`src/rtl/wbuff_bank_dbuf.sv`:
```
// Weight buffer bank: weight SRAM, a load sequencer that fills a shadow tap set,
// and an atomic shadow-to-active swap that feeds one PE row.
module wbuff_bank_dbuf #(
    parameter int NB_TAPS      = 11,
    parameter int WEIGHT_WIDTH = 16,
    parameter int BUFFER_DEPTH = 72,
    parameter int ADDR_WIDTH   = $clog2(BUFFER_DEPTH),
    parameter int CNT_WIDTH    = $clog2(NB_TAPS + 1)
) (
    input  logic                            clk,
    input  logic                            rst,
    input  logic                            wr_en,
    input  logic [ADDR_WIDTH-1:0]           wr_addr,
    input  logic [WEIGHT_WIDTH-1:0]         wr_data,
    input  logic                            load_start,
    input  logic [ADDR_WIDTH-1:0]           load_base_addr,
    input  logic [CNT_WIDTH-1:0]            load_num_taps,
    input  logic                            swap,
    input  logic                            clear_all_wregs,
    input  logic                            byp_rd_en,
    input  logic [ADDR_WIDTH-1:0]           byp_rd_addr,
    output logic                            load_busy,
    output logic                            load_done,
    output logic                            swap_pending,
    output logic [NB_TAPS*WEIGHT_WIDTH-1:0] wregs,
    output logic [NB_TAPS-1:0]              wnz_mask,
    output logic [CNT_WIDTH-1:0]            wnz_count,
    output logic [WEIGHT_WIDTH-1:0]         last_pe_row_data_in
);

    localparam logic [1:0] S_IDLE = 2'd0;
    localparam logic [1:0] S_READ = 2'd1;
    localparam logic [1:0] S_LAST = 2'd2;
    localparam logic [ADDR_WIDTH-1:0] ADDR_LAST = ADDR_WIDTH'(BUFFER_DEPTH - 1);
    localparam logic [CNT_WIDTH-1:0]  TAPS_MAX  = CNT_WIDTH'(NB_TAPS);

    typedef logic [NB_TAPS-1:0][WEIGHT_WIDTH-1:0] taps_t;

    logic [WEIGHT_WIDTH-1:0] mem [BUFFER_DEPTH];

    logic [1:0]              state_q, state_d;
    logic [ADDR_WIDTH-1:0]   addr_q, addr_d;
    logic [CNT_WIDTH-1:0]    k_q, k_d;
    logic [CNT_WIDTH-1:0]    n_q, n_d;
    logic [CNT_WIDTH-1:0]    cap_idx_q, cap_idx_d;
    logic                    cap_vld_q, cap_vld_d;
    logic                    done_q, done_d;
    logic                    pend_q, pend_d;
    taps_t                   shadow_q, shadow_d;
    taps_t                   active_q, active_d;
    logic [NB_TAPS-1:0]      mask_q, mask_d;
    logic [CNT_WIDTH-1:0]    count_q, count_d;
    logic [WEIGHT_WIDTH-1:0] rd_data_q;

    logic                    idle;
    logic                    seq_rd;
    logic                    rd_en;
    logic                    do_swap;
    logic [ADDR_WIDTH-1:0]   rd_addr;
    logic [CNT_WIDTH-1:0]    n_start;

    function automatic logic [CNT_WIDTH-1:0] sat_taps(input logic [CNT_WIDTH-1:0] req);
        return (req > TAPS_MAX) ? TAPS_MAX : req;
    endfunction

    function automatic logic [NB_TAPS-1:0] nz_mask(input taps_t t);
        logic [NB_TAPS-1:0] m;
        for (int i = 0; i < NB_TAPS; i++) m[i] = |t[i];
        return m;
    endfunction

    function automatic logic [CNT_WIDTH-1:0] popcount(input logic [NB_TAPS-1:0] m);
        logic [CNT_WIDTH-1:0] c;
        c = '0;
        for (int i = 0; i < NB_TAPS; i++) c = c + CNT_WIDTH'(m[i]);
        return c;
    endfunction

    assign idle    = (state_q == S_IDLE);
    assign seq_rd  = (state_q == S_READ);
    // A clear cycle issues no read so the PE-row data register keeps its value.
    assign rd_en   = !clear_all_wregs && (seq_rd || (idle && !load_start && byp_rd_en));
    assign rd_addr = seq_rd ? addr_q : byp_rd_addr;
    assign do_swap = idle && (swap || pend_q);
    assign n_start = sat_taps(load_num_taps);

    always_ff @(posedge clk) begin
        if (wr_en) mem[wr_addr] <= wr_data;
    end

    // Read stage: old data wins on a same-address read/write collision.
    always_ff @(posedge clk) begin
        if (rst)        rd_data_q <= '0;
        else if (rd_en) rd_data_q <= mem[rd_addr];
    end

    always_comb begin
        state_d   = state_q;
        addr_d    = addr_q;
        k_d       = k_q;
        n_d       = n_q;
        cap_vld_d = 1'b0;
        cap_idx_d = cap_idx_q;
        done_d    = 1'b0;
        pend_d    = !idle && (pend_q || swap);
        shadow_d  = shadow_q;
        active_d  = active_q;
        mask_d    = mask_q;
        count_d   = count_q;

        if (cap_vld_q) shadow_d[cap_idx_q] = rd_data_q;

        case (state_q)
            S_IDLE: begin
                if (load_start) begin
                    addr_d   = load_base_addr;
                    k_d      = '0;
                    n_d      = n_start;
                    shadow_d = '0;
                    state_d  = (n_start == '0) ? S_LAST : S_READ;
                end
            end
            S_READ: begin
                cap_vld_d = 1'b1;
                cap_idx_d = k_q;
                addr_d    = (addr_q == ADDR_LAST) ? '0 : addr_q + 1'b1;
                k_d       = k_q + 1'b1;
                if (k_q == n_q - 1'b1) state_d = S_LAST;
            end
            S_LAST: begin
                state_d = S_IDLE;
                done_d  = 1'b1;
            end
            default: state_d = S_IDLE;
        endcase

        // Swap copies the pre-edge shadow, so a same-edge load_start cannot corrupt it.
        if (do_swap) begin
            active_d = shadow_q;
            mask_d   = nz_mask(shadow_q);
            count_d  = popcount(nz_mask(shadow_q));
        end

        if (clear_all_wregs) begin
            state_d   = S_IDLE;
            cap_vld_d = 1'b0;
            done_d    = 1'b0;
            pend_d    = 1'b0;
            shadow_d  = '0;
            active_d  = '0;
            mask_d    = '0;
            count_d   = '0;
        end
    end

    always_ff @(posedge clk) begin
        if (rst) begin
            state_q   <= S_IDLE;
            cap_vld_q <= 1'b0;
            done_q    <= 1'b0;
            pend_q    <= 1'b0;
            shadow_q  <= '0;
            active_q  <= '0;
            mask_q    <= '0;
            count_q   <= '0;
        end else begin
            state_q   <= state_d;
            cap_vld_q <= cap_vld_d;
            done_q    <= done_d;
            pend_q    <= pend_d;
            shadow_q  <= shadow_d;
            active_q  <= active_d;
            mask_q    <= mask_d;
            count_q   <= count_d;
        end
    end

    always_ff @(posedge clk) begin
        addr_q    <= addr_d;
        k_q       <= k_d;
        n_q       <= n_d;
        cap_idx_q <= cap_idx_d;
    end

    assign load_busy           = !idle;
    assign load_done           = done_q;
    assign swap_pending        = pend_q;
    assign wregs               = active_q;
    assign wnz_mask            = mask_q;
    assign wnz_count           = count_q;
    assign last_pe_row_data_in = rd_data_q;

endmodule

```
`config.mk`:
```
export PLATFORM = sky130hd
export DESIGN_NAME = wbuff_bank_dbuf
export DESIGN_NICKNAME = d
export VERILOG_FILES = /design/src/rtl/wbuff_bank_dbuf.sv
export SDC_FILE = /design/constraint.sdc
export NUM_CORES = 2
export LEC_CHECK = 0
export CORE_MARGIN = 10
export CORE_UTILIZATION = 60
export DETAILED_ROUTE_END_ITERATION = 6
export GPL_TIMING_DRIVEN = 0
export HOLD_SLACK_MARGIN = 0.12
export PLACE_DENSITY = 0.88
export SETUP_SLACK_MARGIN = 0.4
export SYNTH_ARGS = -nofsm -noshare
export SYNTH_HDL_FRONTEND = slang
export SYNTH_SLANG_ARGS = --single-unit
```
`constraint.sdc`:
```
create_clock -name clk -period 11 [get_ports clk]
set_input_delay 2.2 -clock clk [delete_from_list [all_inputs] [get_ports clk]]
set_output_delay 2.2 -clock clk [all_outputs]
set_load 0.1 [all_outputs]
```
==> metrics.yaml <==
status: "finished with violations"
violations: "DRC, capacitance limit, slew limit"
grt-ovfl-total: 0
tritoncts: "built"
finalNonFillerCells: 6634
drc_errors: 10
crit_path_start_kind: "input port"
synth_area_leaders: "edfxtp_1 (59%), dfxtp_1 (13%), nand2_1 (8.4%)"
cp_max_fo: 10
wl_per_cell_um: 29.1
viasPerCell: 6.71
rsz0062_at_grt: "no"
max_slew_margin: -0.0729
antenna_found_initial: 18
synth_top_cell_area_share: 0.588
tns_ns: 0
ys_ff_latch: 1559
finalSetupViolations: 0
grt_util_all_layers: 0.333
die-area_sq_mm: 0.113
cts.repair_timing.setup_buffer_count: 0
async_reset_ff_frac: 0
nets: 5271
place_congestion: 1.02
syn_area_sq_mm: 0.0598
synth.distinct_cells: 63
synth_edf_count: 1171
drt_pre_antenna_iters: 7
synthFlopType: "edfxtp_1"
pin_count: 258
die_w_um: 336
endpoint_kind: "flip-flop"
synth_seq_area_share: 0.718
ant_nets: 0
power_density_mw_per_mm2: 182
drv_cap: 1
drv_slew: 2
initial_core_util: 0.606
yosysWarningCount: 0
critPathRequiredTime_ns: 11.72
period_needed_ns: 6.67
hold_viol: 0
layout_common_cells: "nand2_1 (1341), edfxtp_1 (1171), a21oi_1 (432), dfxtp_1 (388), clkbuf_1 (280)"
wl_um: 193000
final_util: 0.706
fillers: 5922
dp.cells: 6342
worst_ep_arrival_time_ns: 7.39
drive_above_1_share: 0.0873
peakVddDrop_uv: 169
coreArea_sq_mm: 0.0987
synthCells: 4767
dpl.hpwl_um: 126000
chipHeight_um: 336
period_share: 0.606
io_buffers: 253
clk_pin_slew_ns: 0.06
cts_root_buf: "clkbuf_16"
p_leak_nw: 22.6
layout_commonest_cell: "nand2_1"
synth.largest_area_cell: "edfxtp_1"
syn_area_per_cell_sq_um: 12.5
grt_pass1_vias: 42600
vias: 44500
clkSinkCount: 1559
clk_latency_ns: 0.81
cts_resized: 0
finClkSkew_ns: 0.0327
drtIter0Drc: 7395
cts_hold_buf: 0
tightest_slew_ns: 1.60
hold_class: "reg -> reg"
fin_hold_ws_ns: 0.456
area_growth_pct: 16.4
max_freq_ghz: 0.150
grt_max_degree: 73
ctsLongestPathBuffers: 3
synthesis.nets: 4826
cts_buffers: 153
crit_type: "in -> reg"
h-tree-depth: 4
grt_pass1_wl_um: 277000
rows: 115
## critical path, cell delays in order
cell and delay, ns:
clkbuf_1 0.26, a21oi_1 1.08, clkbuf_1 0.76, clkbuf_1 0.70, nand2_1 0.14, a22oi_1 0.32, o22ai_1 0.23, nor3_1 1.30
a21o_1 0.25, a21o_1 0.12
## Yosys cell counts, types with 4 or more instances
cell      number
a32o_1        14
clkbuf_1     235
o21ai_0       14
nor4_1        44
nor3b_1        6
mux2i_1      120
buf_2         43
nor2_1       186
a21o_1        32
o22ai_1       18
mux2_2         6
dfxtp_1      388
nor2_2         4
nor3_1        52
buf_1         24
ha_1           4
nand3_1      214
nand2b_1       6
inv_1         17
a22oi_1       45
a31oi_1       88
edfxtp_1    1171
xnor2_1        5
nand2_1     1341
buf_4          4
xor2_1         8
a32oi_1       75
fa_1           7
a21oi_1      432
a211oi_1      11
mux4_2        70
nand4_1       26
nor2b_1        9
nand3b_1       4
## per-layer routing
| metal | vias up | wire [um] | GRT usage |
|---|---|---|---|
| met2 | 4163 | 86700 | 0.512 |
| met3 | 1066 | 28800 | 0.116 |
| met1 | 21000 | 59800 | 0.384 |
| met5 | - | 130 | 0 |
| met4 | 22 | 17400 | 0.249 |
| li1 | 18200 | - | - |
## logic make-up after synthesis
group           after synthesis  synth area share
buf+inv                     327            0.0221
mux                         199            0.0486
flops                      1559             0.718
compound gates              751            0.0760
simple gates               1907             0.131
fa+ha+maj                    11           0.00318
xor+xnor                     13           0.00190
## through the flow
step | instance area (sq um) | setup WS [ns] | power (mW)
floorplan | 59800 | 6.69 | 7.02
global placement | 64000 | 4.40 | 7.44
detailed placement | 64500 | 4.32 | 7.47
CTS | 69500 | 4.88 | 12.6
global route | 69600 | 4.65 | 12.9
finish | 69600 | 4.33 | 12.7
## worst paths after layout
check	slack, ns	depth (start not counted)	to	start
hold reg to reg	0.46	2	wregs[38]	wregs[38]
setup / recovery	4.33	10	last_pe_row_data_in[2]	byp_rd_addr[2]
setup reg to reg	5.21	10	last_pe_row_data_in[2]	addr_q[2]
hold / removal	0.46	2	wregs[38]	wregs[38]
## where the power goes
group,internal [mW],switching (mW)
clock network,2.96,2.28
registers,6.34,0.0260
logic,0.252,0.818
## area by class of cell
class | count | area (sq um) | area share
timing repair buffer | 290 | 3050 | 0.0438
sequential | 1559 | 42900 | 0.616
multi-input combinational | 2881 | 15700 | 0.226
tap | 1287 | 1610 | 0.0231
clock inverter | 62 | 633 | 0.00909
clock buffer | 217 | 4340 | 0.0623
antenna | 11 | 27.5 | 0.000395
buffer | 309 | 1250 | 0.0180
inverter | 18 | 70.1 | 0.00101
## registers in the layout, summed over array words and instances (netlist names)
signal / flops
last_pe_row_data_in: 16
addr_q: 7
wnz_mask: 11
k_q: 4
swap_pending: 1
n_q: 4
load_done: 1
mem: 1152
wregs: 176
cap_idx_q: 4
wnz_count: 4
cap_vld_q: 1
shadow_q: 176
state_q: 2
No activity file was read; power rests on OpenSTA's default activity.
